--- src/rtl/rand_sched_pkg.sv ---
// Shared definitions for the time-shared xorshift32 random-number service:
// word width, xorshift shift constants, the reset seed and scheduler states.
package rand_sched_pkg;

    localparam int DATA_W = 32;

    // xorshift32 shift amounts (left, right, left)
    localparam int SH_A = 13;
    localparam int SH_B = 17;
    localparam int SH_C = 5;

    // Seed loaded at reset; also replaces a zero seed, which would lock xorshift at 0
    localparam logic [DATA_W-1:0] DEFAULT_SEED = 32'hEBADD4A9;

    typedef enum logic {
        WARM  = 1'b0,
        SERVE = 1'b1
    } state_t;

    // Warm-up counter width: enough to hold 0..warmup, never narrower than one bit
    function automatic int cnt_width(input int warmup);
        return ($clog2(warmup + 1) < 1) ? 1 : $clog2(warmup + 1);
    endfunction

endpackage

--- src/rtl/rand_step.sv ---
// Purely combinational xorshift32 next-state function, shared by every
// generator in the design.
module rand_step
    import rand_sched_pkg::*;
(
    input  logic [DATA_W-1:0] s,
    output logic [DATA_W-1:0] s_next
);

    logic [DATA_W-1:0] x1;
    logic [DATA_W-1:0] x2;

    // Three xor-shift stages; shifts are logical and truncate to DATA_W bits
    always_comb begin
        x1     = s  ^ (s  << SH_A);
        x2     = x1 ^ (x1 >> SH_B);
        s_next = x2 ^ (x2 << SH_C);
    end

endmodule

--- src/rtl/rand_sched.sv ---
// Shared random-number service: one xorshift32 generator time-shared among
// N requesters with round-robin arbitration, runtime reseeding and a warm-up
// run of discarded steps after reset or reseed.
module rand_sched
    import rand_sched_pkg::*;
#(
    parameter int                N            = 4,
    parameter int                WARMUP       = 8,
    parameter logic [DATA_W-1:0] DEFAULT_SEED = rand_sched_pkg::DEFAULT_SEED
) (
    input  logic              clk,
    input  logic              rst,
    input  logic [N-1:0]      req,
    output logic [N-1:0]      gnt,
    output logic [DATA_W-1:0] rdata,
    input  logic              seed_we,
    input  logic [DATA_W-1:0] seed,
    output logic              busy
);

    localparam int     PTR_W      = $clog2(N);
    localparam int     CNT_W      = cnt_width(WARMUP);
    localparam state_t INIT_STATE = (WARMUP == 0) ? SERVE : WARM;

    state_t             state_q;
    state_t             state_d;
    logic [DATA_W-1:0]  s_q;
    logic [DATA_W-1:0]  s_next;
    logic [CNT_W-1:0]   cnt_q;
    logic [PTR_W-1:0]   ptr_q;
    logic [PTR_W-1:0]   winner;
    logic [PTR_W-1:0]   ptr_next;
    logic               last_warm;

    rand_step u_step (
        .s      (s_q),
        .s_next (s_next)
    );

    // Final warm-up step happens when the counter reaches WARMUP-1
    assign last_warm = (WARMUP == 0) || (cnt_q == CNT_W'(WARMUP - 1));

    // State register; reset returns to warm-up (or straight to serving if WARMUP is 0)
    always_ff @(posedge clk) begin
        // NOTE: sequential state uses non-blocking assignments so every register
        // samples pre-edge values, independent of statement order.
        if (rst) begin
            state_q <= INIT_STATE;
        end else begin
            state_q <= state_d;
        end
    end

    // Next-state: a reseed restarts warm-up; warm-up ends after exactly WARMUP steps
    always_comb begin
        // NOTE: defaulting every combinational output first prevents inferred latches.
        state_d = state_q;
        if (seed_we) begin
            state_d = INIT_STATE;
        end else if (state_q == WARM && last_warm) begin
            state_d = SERVE;
        end
    end

    // Outputs decoded from state: requests are not served while warming up
    always_comb begin
        busy = (state_q == WARM);
    end

    // Round-robin search: first set request at or after ptr, wrapping modulo N
    always_comb begin
        int j;
        logic found;
        j      = 0;
        found  = 1'b0;
        winner = '0;
        for (int i = 0; i < N; i++) begin
            j = int'(ptr_q) + i;
            if (j >= N) begin
                j = j - N;
            end
            if (!found && req[j]) begin
                found  = 1'b1;
                winner = PTR_W'(j);
            end
        end
        ptr_next = (winner == PTR_W'(N - 1)) ? '0 : winner + 1'b1;
    end

    // Generator, warm-up counter, pointer and registered grant/data outputs
    always_ff @(posedge clk) begin
        if (rst) begin
            s_q   <= DEFAULT_SEED;
            cnt_q <= '0;
            ptr_q <= '0;
            gnt   <= '0;
            rdata <= '0;
        end else if (seed_we) begin
            s_q   <= (seed == '0) ? DEFAULT_SEED : seed;
            cnt_q <= '0;
            gnt   <= '0;
        end else if (state_q == WARM) begin
            s_q   <= s_next;
            cnt_q <= cnt_q + 1'b1;
            gnt   <= '0;
        end else if (|req) begin
            gnt   <= {{(N-1){1'b0}}, 1'b1} << winner;
            rdata <= s_q;
            s_q   <= s_next;
            ptr_q <= ptr_next;
        end else begin
            gnt   <= '0;
        end
    end

endmodule

--- config.mk ---
export PLATFORM = sky130hd
export DESIGN_NAME = rand_sched
export DESIGN_NICKNAME = d
export VERILOG_FILES = /design/src/rtl/rand_sched_pkg.sv /design/src/rtl/rand_step.sv /design/src/rtl/rand_sched.sv
export SDC_FILE = /design/constraint.sdc
export NUM_CORES = 1
export LEC_CHECK = 0
export CAP_MARGIN = 5
export CORE_UTILIZATION = 53
export CTS_CLUSTER_SIZE = 12
export DETAILED_ROUTE_END_ITERATION = 8
export PLACE_DENSITY = 0.81
export SLEW_MARGIN = 20
export SYNTH_ARGS = -nofsm -noshare
export SYNTH_HDL_FRONTEND = slang
export SYNTH_HIERARCHICAL = 1
export SYNTH_SLANG_ARGS = --single-unit
--- constraint.sdc ---
create_clock -name clk -period 2.1 [get_ports clk]
set_input_delay 0.315 -clock clk [delete_from_list [all_inputs] [get_ports clk]]
set_output_delay 0.315 -clock clk [all_outputs]
set_load 0.01 [all_outputs]
==> results.yml <==
outcome:
  status: "finished, final reports clean"
floorplan:
  start_util_pct: 55.5
  dieArea_sq_mm: 0.00803
  die_h_um: 89.6
  pin_count: 76
  num_rows: 31
  core_area_sq_mm: 0.00733
  die_w_um: 89.6
power:
  swShare_pct: 33.3
  p_sw_w: 0.00223
  clock_power_share_pct: 20.5
  ir_drop_mv: 0.551
  pwr-share-comb_pct: 48.3
  p_seq_share_pct: 31.2
  leakage_nw: 1.98
  p_per_area_mw_per_mm2: 1280
  power.internal_w: 0.00447
run:
  max_cap_violations: 0
layout:
  final_nets: 526
  drive_above_1_share_pct: 21.6
  antenna_cells: 0
  area_growth_pct: 28.1
  fill_cells: 538
clocking:
  clockRootBuffer: "clkbuf_8"
  worstSkewPairLatency_ns: 0.35
  clock_sinks: 75
  h-tree-depth: 3
  cts_inserted_buffers: 9
  clk_path_buf_depth: 2
  postCtsSetupRepairBufs: 0
  hold_buffers: 0
  post_cts_resized: 0
  cts.clk_slew.worst_paths_ns: 0.08
  cts_tree: "built"
critical_path:
  crit_type: "flop to flop"
  cp.required_ns: 2.32
  startpoint_type: "flop"
  cp_data_arrival_time_ns: 2.03
  cp-end-kind: "flop"
  cp_max_fo: 4
  critPathLaunch: "s_q[17]$_SDFFE_PP0P_"
  critical_path.reg2reg.startpoint: "s_q[17]$_SDFFE_PP0P_"
  reg2regPathDepth: 4
yosys:
  netlist.area_leader.share_pct: 36.9
  syn-mean-instance-area_sq_um: 9.97
  synth_most_common_cell: "dfxtp_1"
  yosysTopAreaCell: "dfxtp_1"
  synth_cell_type_count: 42
  syn_inst: 408
  syn-cell-area_sq_mm: 0.00407
  ys_ff_latch: 75
  synth_top_flop_cell: "dfxtp_1"
  ys_top_cells_by_count: "75 x dfxtp_1, 54 x nand2_1, 32 x a21oi_2, 31 x nand2_2, 30 x xnor2_1"
  syn_nets: 448
  yosysSeqAreaShare_pct: 36.9
  synthTopCellsByArea: "dfxtp_1 37%, a21oi_2 6.9%, xnor2_1 6.5%"
  synth-edff-count: 0
  yosys_warnings: 6
  synthArstFlopShare_pct: 0
timing:
  hold_violations: 0
  worstMarginPinSlew_ns: 0.587
  rsz0062_at_grt: "false"
  setup_viol_count_final: 0
  max_freq_ghz: 0.555
  relSlewSlack_pct: 60.6
  final.setup.tns_ns: 0
  slew_violations: 0
  period_share_pct: 85.8
  hold_ws_ns: 0.458
  clock-skew-final_ns: 0.00728
  period_minus_slack_ns: 1.80
route:
  ant_nets: 0
  drt_iter0_drc: 247
  wl_mm: 10.1
  drt-wirelength-per-cell_um: 17.0
  drc: 0
  vias: 3372
  detail_route.first_pass.iterations: 5
  via_per_inst: 5.72
global_routing:
  grt_pass1_wl_mm: 15.4
  grt_usage_pct: 25.9
  grt-ovfl-total: 0
  grt_pass1_vias: 3044
  antenna_found_initial: 0
  grt_max_degree: 73
worst_hold_path:
  hp-class: "flop to flop"
  holdPathStages: 2
  hp-start: "rdata[14]$_SDFFE_PP0P_"
placement:
  hpwlAfterDp_mm: 7.12
  place.gp.congestion: 0.886
  io_buffer_count: 75
==> metrics by stage <==
stage	util, %	total power [W]	cells	setup slack, ns	cell area (sq um)
final	71.1	0.00669	590	0.298	5210
after global routing	71.1	0.00697	590	0.212	5210
after CTS	71.1	0.00666	590	0.293	5210
after detailed placement	67.7	0.00523	574	0.0454	4960
after global placement	67.7	0.00514	574	0.108	4960
after floorplan	-	0.00455	408	0.536	4070
==> layout make-up <==
type | count | area (sq um) | area share (%)
clock buffers | 9 | 124 | 2.38
repair buffers | 92 | 948 | 18.2
clock inverters | 7 | 124 | 2.38
multi-input cells | 306 | 2380 | 45.7
well taps | 99 | 124 | 2.38
flip-flops and latches | 75 | 1500 | 28.8
inverters | 2 | 7.51 | 0.144
==> kinds of logic after synthesis <==
| kind of cell | Yosys count | share of synthesized area, % |
|---|---|---|
| adder cells (fa/ha/maj) | 1 | 0.307 |
| XOR/XNOR | 62 | 19.8 |
| buffers and inverters | 27 | 4.52 |
| multiplexers | 14 | 3.44 |
| AND/OR/NAND/NOR | 137 | 17.3 |
| AO/OA/AOI/OAI | 92 | 17.7 |
| flip-flops | 75 | 36.9 |
==> registers in the layout, indices dropped and copies added (netlist names) <==
register	cells
state_q	1
gnt	4
ptr_q	2
s_q	32
rdata	32
cnt_q	4
==> routing by layer <==
metal  wire length, um  track usage (%)  up-vias
met5                 0                0        -
met4               374             13.9        0
met3               633             3.84       34
met2              4560             39.5      161
met1              4490             35.4     1584
li1                  -                -     1593
==> final timing paths <==
path	end	slack, ns
setup reg to reg	s_q[13]$_SDFFE_PP0P_	0.30
hold reg to reg	rdata[14]$_SDFFE_PP0P_	0.46
hold / removal	rdata[14]$_SDFFE_PP0P_	0.46
setup / recovery	s_q[13]$_SDFFE_PP0P_	0.30
==> cell usage in the layout (no fill, tap or decap), types with 8 or more instances in the layout <==
cell / Yosys / layout
buf_4: 2 / 11
clkdlybuf4s50_1: 0 / 74
xor2_1: 14 / 14
a21oi_2: 32 / 32
clkbuf_8: 0 / 9
xnor2_1: 30 / 30
nand2_2: 31 / 31
mux2i_1: 14 / 14
a211oi_1: 14 / 14
nor2_1: 21 / 21
xnor3_1: 8 / 8
xor3_1: 9 / 9
a21oi_1: 20 / 20
dfxtp_1: 75 / 75
nor4_1: 8 / 8
nand2_1: 54 / 54
o221ai_1: 19 / 19
==> worst max-delay path, cell delays in order, from the launching register on <==
cell      delay (ns)
dfxtp_1         0.37
xnor2_1         0.52
xor3_1          0.52
mux2i_1         0.17
a211oi_1        0.10
==> power groups by stage <==
stage,clock network (W),registers (W),logic [W]
after global routing,0.00145,0.00212,0.00340
final,0.00137,0.00209,0.00324
after floorplan,0,0.00198,0.00257
after global placement,0,0.00209,0.00305
after CTS,0.00139,0.00207,0.00320
after detailed placement,0,0.00210,0.00313
(Power assumes the default switching activity.)
